### src/rtl/minterm_sweeper_pkg.sv
// minterm_sweeper_pkg
// Shared definitions for the minterm sweeper:
//   - state_t      : FSM state encoding (IDLE=0, RUN=1, FIN=2)
//   - DEF_WIDTH_IN / DEF_WIDTH_OUT : default NUM / RES widths
//   - sweep_len()  : number of input codes swept, 2^width_in
package minterm_sweeper_pkg;

  typedef enum logic [1:0] {
    ST_IDLE = 2'd0,
    ST_RUN  = 2'd1,
    ST_FIN  = 2'd2
  } state_t;

  localparam int DEF_WIDTH_IN  = 4;
  localparam int DEF_WIDTH_OUT = 3;

  function automatic int sweep_len(input int width_in);
    return 1 << width_in;
  endfunction

endpackage

### src/rtl/minterm_sweeper_if.sv
// minterm_sweeper_if
// Bundles the sweep handshake and capture bus between the sweeper and the
// comparator block under sweep.
//   start : sweep request (sampled by the sweeper only in IDLE)
//   res   : combinational result of the device for the current num
//   num   : registered stimulus code
//   busy  : high while sweeping
//   done  : one-cycle completion pulse
//   mask  : flattened minterm masks, mask[k*2^WIDTH_IN + i] = res[k] at num==i
//   ones  : per-mask population counts (only with MINTERM_SWEEPER_COUNT_EN)
// Modports: master = sweeper side, slave = device/environment side.
interface minterm_sweeper_if
  import minterm_sweeper_pkg::*;
#(
  parameter int WIDTH_IN  = DEF_WIDTH_IN,
  parameter int WIDTH_OUT = DEF_WIDTH_OUT
);
  localparam int SWEEP_LEN = sweep_len(WIDTH_IN);

  logic                           start;
  logic [WIDTH_OUT-1:0]           res;
  logic [WIDTH_IN-1:0]            num;
  logic                           busy;
  logic                           done;
  logic [WIDTH_OUT*SWEEP_LEN-1:0] mask;
`ifdef MINTERM_SWEEPER_COUNT_EN
  logic [WIDTH_OUT*(WIDTH_IN+1)-1:0] ones;
`endif

  modport master (
    input  start, res,
    output num, busy, done, mask
`ifdef MINTERM_SWEEPER_COUNT_EN
    , output ones
`endif
  );

  modport slave (
    output start, res,
    input  num, busy, done, mask
`ifdef MINTERM_SWEEPER_COUNT_EN
    , input ones
`endif
  );

endinterface

### src/rtl/minterm_sweeper_mask_capture.sv
// mask_capture
// One output bit's truth table: a 2^WIDTH_IN-bit latch register indexed by the
// current stimulus code. When cap_en is high the bit at position idx takes
// bit_in; clr wipes the whole mask (and the ones count).
// Ports:
//   clk, rst : clock, asynchronous active-high reset
//   clr      : clear mask/count (accepted START)
//   cap_en   : capture enable (RUN state)
//   idx      : current code (NUM)
//   bit_in   : RES[k] for this instance
//   mask     : captured minterm mask
//   ones     : number of 1s captured (only with MINTERM_SWEEPER_COUNT_EN)
module mask_capture
  import minterm_sweeper_pkg::*;
#(
  parameter int WIDTH_IN = DEF_WIDTH_IN
) (
  input  logic                              clk,
  input  logic                              rst,
  input  logic                              clr,
  input  logic                              cap_en,
  input  logic [WIDTH_IN-1:0]               idx,
  input  logic                              bit_in,
  output logic [sweep_len(WIDTH_IN)-1:0]    mask
`ifdef MINTERM_SWEEPER_COUNT_EN
  , output logic [WIDTH_IN:0]               ones
`endif
);
  localparam int SWEEP_LEN = sweep_len(WIDTH_IN);

  logic [SWEEP_LEN-1:0] mask_q;
  logic [SWEEP_LEN-1:0] mask_d;

  // Per-bit decode: only the bit addressed by idx can change during capture.
  genvar gi;
  generate
    for (gi = 0; gi < SWEEP_LEN; gi++) begin : g_bit
      assign mask_d[gi] = clr ? 1'b0 :
                          (cap_en && (idx == WIDTH_IN'(gi))) ? bit_in :
                          mask_q[gi];
    end
  endgenerate

  always_ff @(posedge clk or posedge rst) begin
    if (rst) mask_q <= '0;
    else     mask_q <= mask_d;
  end

  assign mask = mask_q;

`ifdef MINTERM_SWEEPER_COUNT_EN
  logic [WIDTH_IN:0] ones_q;
  logic [WIDTH_IN:0] ones_d;

  // One extra bit so a mask of all ones (2^WIDTH_IN) is representable.
  always_comb begin
    ones_d = ones_q;
    if (clr)                  ones_d = '0;
    else if (cap_en && bit_in) ones_d = ones_q + (WIDTH_IN+1)'(1);
  end

  always_ff @(posedge clk or posedge rst) begin
    if (rst) ones_q <= '0;
    else     ones_q <= ones_d;
  end

  assign ones = ones_q;
`endif

endmodule

### src/rtl/minterm_sweeper.sv
// minterm_sweeper
// Drives NUM through every code 0..2^WIDTH_IN-1 (one per clock) after START,
// latching each RES bit into a per-bit minterm mask, then pulses DONE.
// Ports:
//   clk : rising-edge clock
//   rst : asynchronous active-high reset (abandons any sweep in progress)
//   bus : minterm_sweeper_if.master (start/res in; num/busy/done/mask[/ones] out)
// Optional feature: define MINTERM_SWEEPER_COUNT_EN to add per-mask ones counts
// on bus.ones.
module minterm_sweeper
  import minterm_sweeper_pkg::*;
#(
  parameter int WIDTH_IN  = DEF_WIDTH_IN,
  parameter int WIDTH_OUT = DEF_WIDTH_OUT
) (
  input  logic               clk,
  input  logic               rst,
  minterm_sweeper_if.master  bus
);
  localparam int SWEEP_LEN = sweep_len(WIDTH_IN);
  localparam logic [WIDTH_IN-1:0] LAST_CODE = WIDTH_IN'(SWEEP_LEN - 1);

  state_t              state_q, state_d;
  logic [WIDTH_IN-1:0] num_q, num_d;
  logic                busy_q, busy_d;
  logic                done_q, done_d;

  logic                clr;
  logic                cap_en;

  // START is only honoured in IDLE, so a request during RUN/FIN is dropped.
  always_comb begin
    state_d = state_q;
    num_d   = num_q;
    case (state_q)
      ST_IDLE: begin
        if (bus.start) begin
          state_d = ST_RUN;
          num_d   = '0;
        end
      end
      ST_RUN: begin
        // Return to 0 is explicit; NUM never counts past the last code.
        if (num_q == LAST_CODE) begin
          state_d = ST_FIN;
          num_d   = '0;
        end else begin
          num_d = num_q + WIDTH_IN'(1);
        end
      end
      ST_FIN:  state_d = ST_IDLE;
      default: begin
        state_d = ST_IDLE;
        num_d   = '0;
      end
    endcase
    // Outputs are registered from the next state so they line up with it.
    busy_d = (state_d == ST_RUN);
    done_d = (state_d == ST_FIN);
  end

  always_ff @(posedge clk or posedge rst) begin
    if (rst) begin
      state_q <= ST_IDLE;
      num_q   <= '0;
      busy_q  <= 1'b0;
      done_q  <= 1'b0;
    end else begin
      state_q <= state_d;
      num_q   <= num_d;
      busy_q  <= busy_d;
      done_q  <= done_d;
    end
  end

  assign clr    = (state_q == ST_IDLE) && bus.start;
  assign cap_en = (state_q == ST_RUN);

  logic [WIDTH_OUT*SWEEP_LEN-1:0] mask_w;
`ifdef MINTERM_SWEEPER_COUNT_EN
  logic [WIDTH_OUT*(WIDTH_IN+1)-1:0] ones_w;
`endif

  // Mask k occupies bits [k*2^WIDTH_IN +: 2^WIDTH_IN], so bit index inside the
  // slice is NUM and the flattened index is k*2^WIDTH_IN + NUM.
  genvar gi;
  generate
    for (gi = 0; gi < WIDTH_OUT; gi++) begin : g_cap
      mask_capture #(
        .WIDTH_IN (WIDTH_IN)
      ) u_cap (
        .clk    (clk),
        .rst    (rst),
        .clr    (clr),
        .cap_en (cap_en),
        .idx    (num_q),
        .bit_in (bus.res[gi]),
        .mask   (mask_w[gi*SWEEP_LEN +: SWEEP_LEN])
`ifdef MINTERM_SWEEPER_COUNT_EN
        , .ones (ones_w[gi*(WIDTH_IN+1) +: (WIDTH_IN+1)])
`endif
      );
    end
  endgenerate

  assign bus.num  = num_q;
  assign bus.busy = busy_q;
  assign bus.done = done_q;
  assign bus.mask = mask_w;
`ifdef MINTERM_SWEEPER_COUNT_EN
  assign bus.ones = ones_w;
`endif

endmodule

### src/flat_wrapper.sv
// flat-port wrapper written by rule: the top's interface ports become plain ports
module minterm_sweeper_flat import minterm_sweeper_pkg::*;
#(
  parameter int WIDTH_IN  = DEF_WIDTH_IN,
  parameter int WIDTH_OUT = DEF_WIDTH_OUT
)
  (clk, rst, bus_start, bus_res, bus_num, bus_busy, bus_done, bus_mask);
  minterm_sweeper_if #(.WIDTH_IN(WIDTH_IN), .WIDTH_OUT(WIDTH_OUT)) bus_i ();
  input  logic clk;
  input  logic rst;
  input wire logic [$bits(bus_i.start)-1:0] bus_start;
  input wire logic [$bits(bus_i.res)-1:0] bus_res;
  output wire logic [$bits(bus_i.num)-1:0] bus_num;
  output wire logic [$bits(bus_i.busy)-1:0] bus_busy;
  output wire logic [$bits(bus_i.done)-1:0] bus_done;
  output wire logic [$bits(bus_i.mask)-1:0] bus_mask;
  assign bus_i.start = bus_start;
  assign bus_i.res = bus_res;
  assign bus_num = bus_i.num;
  assign bus_busy = bus_i.busy;
  assign bus_done = bus_i.done;
  assign bus_mask = bus_i.mask;
  minterm_sweeper #(.WIDTH_IN(WIDTH_IN), .WIDTH_OUT(WIDTH_OUT)) u_core (.clk(clk), .rst(rst), .bus(bus_i));
endmodule
### config.mk
export PLATFORM = sky130hd
export DESIGN_NAME = minterm_sweeper_flat
export DESIGN_NICKNAME = d
export VERILOG_FILES = /design/src/rtl/minterm_sweeper_pkg.sv /design/src/rtl/minterm_sweeper_if.sv /design/src/rtl/minterm_sweeper_mask_capture.sv /design/src/rtl/minterm_sweeper.sv /design/src/flat_wrapper.sv
export SDC_FILE = /design/constraint.sdc
export NUM_CORES = 1
export LEC_CHECK = 0
export CORE_UTILIZATION = 45
export CTS_BUF_LIST = sky130_fd_sc_hd__clkbuf_16
export CTS_CLUSTER_SIZE = 40
export DETAILED_ROUTE_END_ITERATION = 8
export PLACE_DENSITY = 0.82
export SLEW_MARGIN = 15
export SYNTH_ARGS = -nofsm -noshare
export SYNTH_HDL_FRONTEND = slang
export SYNTH_SLANG_ARGS = --single-unit
### constraint.sdc
create_clock -name clk -period 1.8 [get_ports clk]
set_input_delay 0.54 -clock clk [delete_from_list [all_inputs] [get_ports clk]]
set_output_delay 0.54 -clock clk [all_outputs]
set_load 0.01 [all_outputs]
==> impl_results.md <==
* Status: finished, final reports clean
* Final number of max-transition violations at 0
* Post-detailed-routing wire length at 6.29 mm
* Peak supply drop at 0.000842 V
* Mean routed wirelength per cell at 15.6 um
* Hold violation total from the final report at 0
* TritonCTS clock tree: built
* Post-synthesis instance area at 2650 um2
* Total via count after detailed routing at 2323
* Clock Root Buffer: sky130_fd_sc_hd__clkbuf_16
* Synthesis-to-finish area growth at 29.8%
* Mapped Avg Cell Area at 9.34 um2
* Maximum fanout count along the critical path at 2
* Post-Synthesis Cells at 284
* Max-Slew Margin vs Limit at 39.6%
* Number of rows created at floorplan at 27
* Antenna violations before repair at 0
* Sort of element at the end of the critical path: output port
* Worst hold slack across all endpoints at 0.522 ns
* Final critical-path share of the clock period at 97.0%
* Count of clock tree sinks at 56
* Gp weighted congestion at 0.810
* Crit path buffers/inverters at 1
* Clock skew after layout at 0.00476 ns
* Clock-pin transition on the worst setup and hold timing paths at 0.06 ns
* Maximum level of the CTS H-tree at 2
* Type of the setup path with the least slack: reg2out
* Crit path time final at 1.75 ns
* Synth warnings at 0
* Hpwl dp at 4.31 mm
* Die area at 6210 um2
* Max capacitance violation total at 0
* Placeable core region at 5610 um2
* P_leak at 1.59 nW
* Final std cell area, no fill at 3440 um2
* Worst r2r src: u_core.bus.num[3]
* Vias in the first global route at 2237
* DRC violations left at 0
* Crit-path slowest cell: sky130_fd_sc_hd__clkdlybuf4s50_1
* RSZ-0062 raised after global routing: false
* Critical path's largest stage delay at 0.55 ns
* Leading area contributor after synthesis: sky130_fd_sc_hd__dfrtp_1
* CP Launch Point: u_core.g_cap[0].u_cap.mask[1]
* Height of the chip at 78.8 um
* Required time of the worst setup path at 1.26 ns
* Later-pin clock latency in the skew report at 0.29 ns
* I/O pin cnt at 60
* Initial standard-cell utilization of the core at 47.3%
* Total global routing track utilization at 22.4%
* Chip width at 78.8 um
* Data arrival, critical path at 1.21 ns
* Yosys top cell area share at 52.8%
* Peak Freq at 573 MHz
* Top cells by count, synth: sky130_fd_sc_hd__dfrtp_1 (56), sky130_fd_sc_hd__nand2_1 (55), sky130_fd_sc_hd__nand3_1 (53), sky130_fd_sc_hd__o211ai_1 (42), sky130_fd_sc_hd__clkbuf_1 (15)
* Fraction of layout cells with a size suffix above 1 at 6.04%
* Filler Cell Count at 475
* Path type of the worst min-delay path: reg2reg
* Total CTS buffers at 5
* Pin count of the biggest net entering global routing at 57
* Most common cell in the netlist: sky130_fd_sc_hd__dfrtp_1
* Area after detailed placement at 3320 um2
* Cell chain of the critical path: clkdlybuf4s50_1
* Longest Clk Path Bufs at 2
* Post-synthesis cell type count at 30
* Part of the Yosys area used for sequential elements at 52.8%
* Largest cells by area after synthesis: sky130_fd_sc_hd__dfrtp_1 (53%), sky130_fd_sc_hd__o211ai_1 (12%), sky130_fd_sc_hd__nand3_1 (10%)
* Drt first-iter violations at 144
* Total of buffers placed on input and output ports at 59
* Source of the worst hold timing path: u_core.g_cap[2].u_cap.mask[7]
* Transition time of the tightest slew-check pin at 0.905 ns
* Prevailing post-synth register cell: sky130_fd_sc_hd__dfrtp_1
* Wire length of the first global-routing pass at 10.9 mm
* Count of flip-flops with a built-in enable after synthesis at 0
* Category of the worst setup path launch point: flip-flop
* Post-synthesis sequential element count at 56
* Pwr dens at 1650 nW/um2
* Total nets after synthesis at 294
* Register-to-register setup slack at 0.15 ns
* Number of routed nets with antenna violations at 0
* Post-synth ARST share at 100%
* Remaining global-route overflow at 0
* # nets final at 343
* Dominant delay contributor by cell family on the critical path: buffers and inverters
* Antenna cells at 0
* Router iterations before antenna repair at 5
* # setup viols final at 0
* Vias per Instance at 5.76
metal layers:
| metal | vias to the layer above | global-route usage, % | wire [um] |
|---|---|---|---|
| met5 | - | 0 | 0 |
| met4 | 0 | 8.70 | 54 |
| met2 | 76 | 35.9 | 3110 |
| met1 | 1140 | 30.4 | 2800 |
| li1 | 1100 | - | - |
| met3 | 7 | 3.79 | 320 |
logic make-up (layout without fill, tap and decap cells):
| kind of cell | count (synthesis) | after routing | synth area share [%] |
|---|---|---|---|
| compound gates | 54 | 54 | 14.5 |
| flops | 56 | 56 | 52.8 |
| xor+xnor | 1 | 1 | 0.330 |
| simple gates | 134 | 134 | 24.4 |
| fa+ha+maj | 4 | 4 | 1.89 |
| buf+inv | 35 | 82 | 6.03 |
path summary, 6_finish.rpt:
check / cells after the start / endpoint
worst max-delay path: 1 / bus_mask[1]
worst min-delay path: 2 / u_core.g_cap[2].u_cap.mask[7]
worst max register to register: 4 / u_core.g_cap[2].u_cap.mask[15]
worst min register to register: 2 / u_core.g_cap[2].u_cap.mask[7]
max in group asynchronous: 3 / u_core.g_cap[2].u_cap.mask[3]
min in group asynchronous: 3 / u_core.g_cap[1].u_cap.mask[4]
area by class of cell:
class,instances,area (um2),area share [%]
inverters,5,22.5,0.654
well taps,72,90.1,2.62
clock buffers,5,125,3.63
flip-flops and latches,56,1400,40.7
multi-input cells,193,1090,31.7
repair buffers,72,712,20.7
worst reg2reg max path: stages (launching register included):
cell and delay, ns:
sky130_fd_sc_hd__dfrtp_1 0.35, sky130_fd_sc_hd__buf_4 0.20, sky130_fd_sc_hd__nor2b_1 0.75, sky130_fd_sc_hd__nand3_1 0.15
sky130_fd_sc_hd__o21ai_1 0.13
flip-flops by register name (all words and copies together), names as in the netlist:
| name | count |
|---|---|
| u_core.bus.done | 1 |
| u_core.bus.busy | 1 |
| u_core.state_q | 2 |
| u_core.g_cap.u_cap.mask | 48 |
| u_core.bus.num | 4 |
what timing repair did:
item	4_1_cts	5_1_grt
setup buffers	0	0
gates resized for setup	1	0
setup endpoints to repair	1	0
hold buffers	0	0
through the flow:
| stage | power, W | util, % | cells | worst slack (ns) | setup TNS [ns] |
|---|---|---|---|---|---|
| after floorplan | 0.00354 | - | 284 | 0.395 | 0 |
| after global placement | 0.00473 | 59.2 | 398 | -0.0988 | -4.18 |
| after detailed placement | 0.00481 | 59.2 | 398 | -0.137 | -5.15 |
| after CTS | 0.00570 | 61.4 | 403 | 0.0463 | 0 |
| after global routing | 0.00608 | 61.4 | 403 | 0.0210 | 0 |
| final | 0.00567 | 61.4 | 403 | 0.0541 | 0 |
power breakdown:
part,switching (W),internal (W),total [W]
clock network,0.000389,0.000492,0.000882
registers,0.000294,0.00171,0.00201
logic,0.00146,0.00132,0.00278
cell usage in the layout (no fill, tap or decap):
master,count
sky130_fd_sc_hd__nand3_1,53
sky130_fd_sc_hd__clkinvlp_4,1
sky130_fd_sc_hd__a21o_1,1
sky130_fd_sc_hd__or3b_1,1
sky130_fd_sc_hd__o221ai_1,1
sky130_fd_sc_hd__nor2_1,4
sky130_fd_sc_hd__or2_1,1
sky130_fd_sc_hd__inv_1,4
sky130_fd_sc_hd__and3_1,2
sky130_fd_sc_hd__a22o_1,1
sky130_fd_sc_hd__nand3b_1,3
sky130_fd_sc_hd__o211ai_1,42
sky130_fd_sc_hd__clkbuf_16,5
sky130_fd_sc_hd__nand2_1,55
sky130_fd_sc_hd__xor2_1,1
sky130_fd_sc_hd__nand4b_1,1
sky130_fd_sc_hd__clkdlybuf4s50_1,58
sky130_fd_sc_hd__dfrtp_1,56
sky130_fd_sc_hd__or3b_4,1
sky130_fd_sc_hd__dlygate4sd2_1,1
sky130_fd_sc_hd__and2b_1,1
sky130_fd_sc_hd__buf_12,2
sky130_fd_sc_hd__o21ai_1,6
sky130_fd_sc_hd__and2_0,2
sky130_fd_sc_hd__nor3b_1,1
sky130_fd_sc_hd__and3b_1,3
sky130_fd_sc_hd__nand2b_1,3
sky130_fd_sc_hd__nor2b_1,3
sky130_fd_sc_hd__a21oi_1,1
sky130_fd_sc_hd__ha_1,4
sky130_fd_sc_hd__o21ai_0,2
sky130_fd_sc_hd__buf_4,11
No activity file was read; power rests on OpenSTA's default activity.
